==> config.mk <==
export PLATFORM = sky130hd
export DESIGN_NAME = insn_aligner
export DESIGN_NICKNAME = d
export VERILOG_FILES = /design/src/rtl/insn_aligner.sv
export SDC_FILE = /design/constraint.sdc
export NUM_CORES = 1
export LEC_CHECK = 0
export ABC_CLOCK_PERIOD_IN_PS = 4400
export BUFFER_PORTS_ARGS = -buffer_cell sky130_fd_sc_hd__buf_4
export CAP_MARGIN = 20
export CORE_ASPECT_RATIO = 0.8
export CORE_MARGIN = 1
export CORE_UTILIZATION = 45
export DETAILED_ROUTE_END_ITERATION = 10
export GPL_ROUTABILITY_DRIVEN = 1
export PLACE_DENSITY_LB_ADDON = 0.08
export SKIP_LAST_GASP = 1
export SLEW_MARGIN = 25
export SYNTH_ARGS = -nofsm -noshare
export SYNTH_HDL_FRONTEND = slang
export SYNTH_SLANG_ARGS = --single-unit
==> constraint.sdc <==
create_clock -name clk -period 4.4 [get_ports clk]
set_clock_uncertainty 0.05 [all_clocks]
set_input_delay 0.66 -clock clk [delete_from_list [all_inputs] [get_ports clk]]
set_output_delay 0.66 -clock clk [all_outputs]
set_load 0.05 [all_outputs]
==> src/rtl/insn_aligner.sv <==
// Instruction aligner: buffers 16-bit parcels from fixed-width fetch words and
// presents whole 16/32-bit instructions, handling halfword-misaligned redirects.
module insn_aligner #(
  parameter int FETCH_W     = 32,
  parameter int BUF_PARCELS = 4,
  parameter bit BYTE_SWAP   = 1'b1
) (
  input  logic               clk,
  input  logic               rst_n,
  input  logic               flush,
  input  logic               flush_half,
  input  logic               fetch_valid,
  input  logic [FETCH_W-1:0] fetch_data,
  output logic               fetch_ready,
  output logic               out_valid,
  input  logic               out_ready,
  output logic [31:0]        out_instr,
  output logic               out_is_compress,
  output logic               out_illegal
);

  localparam int P  = FETCH_W / 16;
  localparam int PW = $clog2(BUF_PARCELS);
  localparam int CW = PW + 1;

  // Registered state
  logic [15:0]   buf_q [BUF_PARCELS];
  logic [PW-1:0] head_q, head_d;
  logic [PW-1:0] tail_q, tail_d;
  logic [CW-1:0] count_q, count_d;
  logic          skip_q, skip_d;

  // Incoming parcels (optionally byte-swapped), and the same parcels shifted
  // down by one when the first parcel of the word is to be skipped. Entries
  // beyond the word width are zero so every slot offset indexes in range.
  logic [15:0]   parcel  [P];
  logic [15:0]   shifted [BUF_PARCELS];

  logic [BUF_PARCELS-1:0] wr_en;
  logic [15:0]            wr_data [BUF_PARCELS];

  logic          push, pop, is_32;
  logic [CW-1:0] push_n, pop_n;
  logic [15:0]   h0, h1;

  genvar gi;

  for (gi = 0; gi < P; gi++) begin : g_parcel
    if (BYTE_SWAP) begin : g_swap
      assign parcel[gi] = {fetch_data[gi*16 +: 8], fetch_data[gi*16+8 +: 8]};
    end else begin : g_noswap
      assign parcel[gi] = fetch_data[gi*16 +: 16];
    end
  end

  for (gi = 0; gi < BUF_PARCELS; gi++) begin : g_shift
    if (gi < P - 1) begin : g_mid
      assign shifted[gi] = skip_q ? parcel[gi+1] : parcel[gi];
    end else if (gi == P - 1) begin : g_last
      assign shifted[gi] = parcel[gi];
    end else begin : g_pad
      assign shifted[gi] = 16'h0000;
    end
  end

  // Each buffer slot picks its parcel by its distance from the tail pointer
  for (gi = 0; gi < BUF_PARCELS; gi++) begin : g_slot
    logic [PW-1:0] offset;
    assign offset      = PW'(gi) - tail_q;
    assign wr_en[gi]   = push && ({1'b0, offset} < push_n);
    assign wr_data[gi] = shifted[offset];
  end

  // Head decode and handshakes, all from registered state
  always_comb begin
    h0          = buf_q[head_q];
    h1          = buf_q[head_q + PW'(1)];
    is_32       = (h0[1:0] == 2'b11);
    fetch_ready = (count_q <= CW'(BUF_PARCELS - P));
    out_valid   = (count_q != '0) && (!is_32 || (count_q >= CW'(2)));
    push        = fetch_valid && fetch_ready && !flush;
    push_n      = skip_q ? CW'(P - 1) : CW'(P);
    pop         = out_valid && out_ready;
    pop_n       = is_32 ? CW'(2) : CW'(1);
  end

  // Output formatting; zeroed whenever no complete instruction is present
  always_comb begin
    out_instr       = 32'h0000_0000;
    out_is_compress = 1'b0;
    out_illegal     = 1'b0;
    if (out_valid) begin
      out_instr       = is_32 ? {h1, h0} : {16'h0000, h0};
      out_is_compress = !is_32;
      out_illegal     = (h0 == 16'h0000);
    end
  end

  // Next-state for pointers, occupancy and the skip-first flag
  always_comb begin
    head_d  = head_q;
    tail_d  = tail_q;
    count_d = count_q;
    skip_d  = skip_q;
    if (flush) begin
      head_d  = '0;
      tail_d  = '0;
      count_d = '0;
      skip_d  = flush_half;
    end else begin
      if (push) begin
        tail_d = tail_q + push_n[PW-1:0];
        skip_d = 1'b0;
      end
      if (pop) begin
        head_d = head_q + pop_n[PW-1:0];
      end
      count_d = count_q + (push ? push_n : '0) - (pop ? pop_n : '0);
    end
  end

  // Control state register
  always_ff @(posedge clk) begin
    if (!rst_n) begin
      head_q  <= '0;
      tail_q  <= '0;
      count_q <= '0;
      skip_q  <= 1'b0;
    end else begin
      head_q  <= head_d;
      tail_q  <= tail_d;
      count_q <= count_d;
      skip_q  <= skip_d;
    end
  end

  // Parcel storage; contents are only meaningful below count, so no reset
  always_ff @(posedge clk) begin
    for (int i = 0; i < BUF_PARCELS; i++) begin
      if (wr_en[i]) buf_q[i] <= wr_data[i];
    end
  end

endmodule

After elaboration in Yosys (flattened, before gate mapping)
Memory sizes are Yosys's and may differ from the RTL's. A register that Yosys moved wholly into a read port is not among the register bits. Index checks and enable logic that the tools add are counted.

Input bits: 38. Memories kept: 1. Flip-flop bits (word level): 8. Logic and storage cells: 86. Output and inout port bits: 36. RAM bits: 64.

Equal/unequal tests: 1. $lt $le $gt $ge: 10. Reduce and logical (&&, ||, !) cells: 17. Mux-type cells: 39. $add $sub $neg: 9. Bitwise logic cells: 5.

Memories: buf_q (depth 4, width 16, rd ports 2, clocked after Yosys merged registers in 1, wr ports 2, line 27) `logic [15:0] buf_q [BUF_PARCELS];`.

Operators by type and width (number): $mux 16 (11); $bmux 16 s2 (4); $mux 32 (2); $reduce_or 16->1 (2); $logic_not 16->1 (1); $mux 2 (8); $mux 1 (14); $ge 3x3->1 const B (4); $lt 2x3->1 (4); $not 2->3 (4); $logic_and 1x1->1 (8); $add 2x2->2 (2); $sub 1x2->2 const A (2); $sub 2x2->2 const A (2); $add 3x2->3 (1); $ge 3x2->1 const B (1); $le 3x2->1 const B (1); $reduce_bool 3->1 (1); $sub 3x2->3 (1); $add 2x1->2 const B (1); $eq 2x2->1 const B (1); $logic_not 1->1 (2); $reduce_bool 2->1 (1); $reduce_or 2->1 (1); other kinds (2) (2).

Longest topological paths before layout
Depth in word-level cells: 8. Depth in mapped cells: 12. Depth with buffers taken out: 12.

Worst setup path before layout
Ideal clock, no wire load.

Path kind: reg-to-reg. Start point: register count_q[1]. End point: memory buf_q[0][0] (enable). Path buffers: 0. Slack: -0.387 ns. Cell stages (with the launch flop): 4. Arrival time: 4.259 ns. Library setup time: 0.478 ns. Required time: 3.872 ns. Clock period less this slack: 4.787 ns. Cells stage by stage: dfxtp_1 > a21oi_1 > nand2_1 > a2111oi_0.

RTL lines: start: declaration (line 30) `logic [CW-1:0] count_q, count_d;`; start signal: assignment (line 132) `count_q <= count_d;`; end: declaration (line 27).

==> summary.md <==
| Metric | Value |
|---|---|
| # Max-Cap Violations | `0` |
| Starting Density | `46.8%` |
| Most frequent cells in the layout | `85 x buf_4, 69 x nor2_1, 64 x edfxtp_1` |
| Setup ws final | `around 1.1 ns` |
| Area of the multi-input gates | `2020 um^2` |
| Remaining global-route overflow | `0` |
| VDD IR max | `0.000345 V` |
| Slew @ Worst Pin | `0.997 ns` |
| Final WL | `around 11 mm` |
| Post-synth cell types | `38` |
| Hold slack | `0.496 ns` |
| IO Count | `74` |
| Internal | `1.47 mW` |
| Mean Syn Cell Area | `~13 um^2` |
| Leakage Power | `2.09 nW` |
| PwrDens | `433 nW/um^2` |
| Vias in the first global route | `roughly 3.0k` |
| Setup Buffers After CTS | `0` |
| Post-route ant nets | `0` |
| CTS H-tree lvls | `3` |
| CTS buffer count | `9` |
| CP Class | `reg2out` |
| Top_reg_cell synth | `edfxtp_1` |
| Clock sinks | `74` |
| Hold/Removal Path Class | `in2reg` |
| Switching Fraction | `between 30% and 40%` |
| N_diodes | `0` |
| R2R Setup Slk | `1.27 ns` |
| Commonest non-fill, non-tap cell in the layout | `buf_4` |
| Mapped Cells | `326` |
| Peak Freq | `approximately 0.3 GHz` |
| Share of layout cells above drive strength 1 | `36.7%` |
| Seq pwr share | `38.0%` |
| Via/cell ratio | `5.69` |
| Final core utilization | `57.5%` |
| Critical-path maximum fanout | `13` |
| Run status | `complete, no violations` |
| Resized cells post-CTS | `0` |
| Placed cells | `508` |
| Area Growth Syn to Fin | `22.7%` |
| Crit share post-route | `75.9%` |
| Register area | `2120 um^2` |
| Worst Hold Depth | `2` |
| Core area | `around 9100 um^2` |
| NetSw | `approximately 800 uW` |
| Minimum clock period | `roughly 3.3 ns` |
| Clock latency on the worst-skew pair | `between 0.3 and 0.4 ns` |
| R2R cell count | `8` |
| Post-synth EDFFs | `64` |
| HPWL Detailed | `7.66 mm` |
| CP Launch Type | `flop` |
| Die area | `9890 um^2` |
| Max-slew violation count | `0` |
| RR Endpoint | `count_q[2]` |
| TritonCTS clock tree | `built` |
| FF+latch count, synth | `between 70 and 80` |
| First-pass GRT wire length | `16.9 mm` |
| First-pass detailed-route iteration total | `4` |
| Gpl congestion | `about 0.83` |
| Clock root cell | `clkbuf_16` |
| Sequential share of the synthesized area | `49.7%` |
| Fin. Hold Viols | `0` |
| Final-layout fill cell count | `767` |
| Worst slack, placed | `1.28 ns` |
| Final Setup Violations | `0` |
| Die Width | `111 um` |
| First DRT Iteration DRCs | `176` |
| Non-Filler Instances | `524` |
| Vert. Die Dim | `89.1 um` |
| Final #Nets | `453` |
| Synthesized cell area | `about 4300 um^2` |
| IO Port Bufs | `73` |
| Maximum root-to-sink buffer count | `2` |
| Logic pwr share | `32.5%` |
| RSZ-0062 raised after global routing | `false` |
| Post-CTS Hold Fix Bufs | `0` |
| Clk slew on worst S/H paths | `~0.060 ns` |
| Crit path DAT | `2.63 ns` |
| Vias | `2,979` |
| GRT Util Overall | `24.0%` |
| YS warnings | `0` |
| Clock power share | `between 20% and 30%` |
| Initial antenna violation count | `0` |
| Hold path startpoint | `fetch_valid` |
| Post-synthesis async set-or-reset flop share | `0%` |
| CP endpoint kind | `output port` |
| Row count | `31` |
| Syn nets | `375` |
| Routed wire per std cell | `21.3 um` |
| Hold Crit Endpoint | `tail_q[0]` |
| Pin count of the biggest net entering global routing | `21` |
| Relative slew slack | `33.6%` |
| # DRC | `0` |
| Critical path required time | `approximately 3.7 ns` |
registers in the layout (all words and copies together) (netlist names), named ones only:
signal   count
buf_q       64
count_q      3
head_q       2
skip_q       1
tail_q       2
cells in the mapped netlist (2+ instances only):
cell type  count  area share [%]
xnor2_1        2            0.41
nand3_1        3            0.35
buf_2          5            0.59
a21oi_1        4            0.47
buf_4          2            0.35
nor4_1         3            0.44
inv_1          9            0.79
mux4_2        32              17
nand2b_1       2            0.29
fa_1           4             1.9
ha_1           7             2.1
mux2i_1       33             7.7
nor2b_1       24             3.5
buf_6          3            0.79
clkbuf_1       7            0.62
and2_1         4            0.59
clkinv_1       2            0.18
dfxtp_1       10             4.7
nor2b_2        9             1.8
nor2_1        70             6.2
nand2_1        9            0.79
edfxtp_1      64              45
a2111oi_0      2            0.41
a21o_1         2            0.35
cell families after synthesis:
family          share of synthesized area [%]
xor+xnor                                0.791
compound gates                           2.64
flops                                    49.7
fa+ha+maj                                3.93
buf+inv                                  3.40
mux                                      24.6
simple gates                             14.9
cell type report:
type,count,share of cell area (%)
flip-flops and latches,74,40.5
multi-input cells,223,38.6
repair buffers,85,12.2
clock buffers,10,4.37
well taps,115,2.75
clock inverters,6,0.836
inverters,11,0.788
per-layer routing:
| metal | GRT usage, % | wire, um | part of all wire [%] | vias up |
|---|---|---|---|---|
| li1 | - | - | - | 1355 |
| met3 | 5.08 | 710 | 6.3 | 14 |
| met1 | 29.6 | 4810 | 43 | 1492 |
| met4 | 8.73 | 185 | 1.7 | 0 |
| met2 | 42.6 | 5480 | 49 | 118 |
| met5 | 0 | 0 | 0 | - |
critical path, stage by stage (launching register included):
cell	delay [ns]
dfxtp_1	0.42
buf_4	0.31
mux4_2	0.55
nor4_1	0.37
nand4_1	0.22
nor4_2	0.18
buf_4	0.24
stage by stage:
step | setup TNS, ns | cell area [um^2] | power (mW)
global placement | 0 | 4960 | 1.61
floorplan | -12.39 | 4270 | 1.38
finish | 0 | 5240 | 2.27
CTS | 0 | 5240 | 2.28
global route | 0 | 5240 | 2.35
detailed placement | 0 | 4970 | 1.61
how the worst max path moves through the flow:
stage / from / end / slack (ns)
5_1_grt: flop / out_illegal / 0.89
3_3_place_gp: flop / count_q[2] / 1.36
3_5_place_dp: flop / count_q[2] / 1.28
4_1_cts: flop / out_illegal / 1.01
6_report: flop / out_illegal / 1.06
2_1_floorplan: count_q[1] / buf_q[0][0] / -0.39
power groups by stage:
stage | sequential, mW | combinational [mW] | clock [mW]
after detailed placement | 0.875 | 0.739 | 0
after global placement | 0.873 | 0.733 | 0
after global routing | 0.867 | 0.784 | 0.699
after CTS | 0.861 | 0.742 | 0.674
final | 0.861 | 0.737 | 0.668
after floorplan | 0.855 | 0.526 | 0
Note: power is estimated with default switching activity, not from simulation.
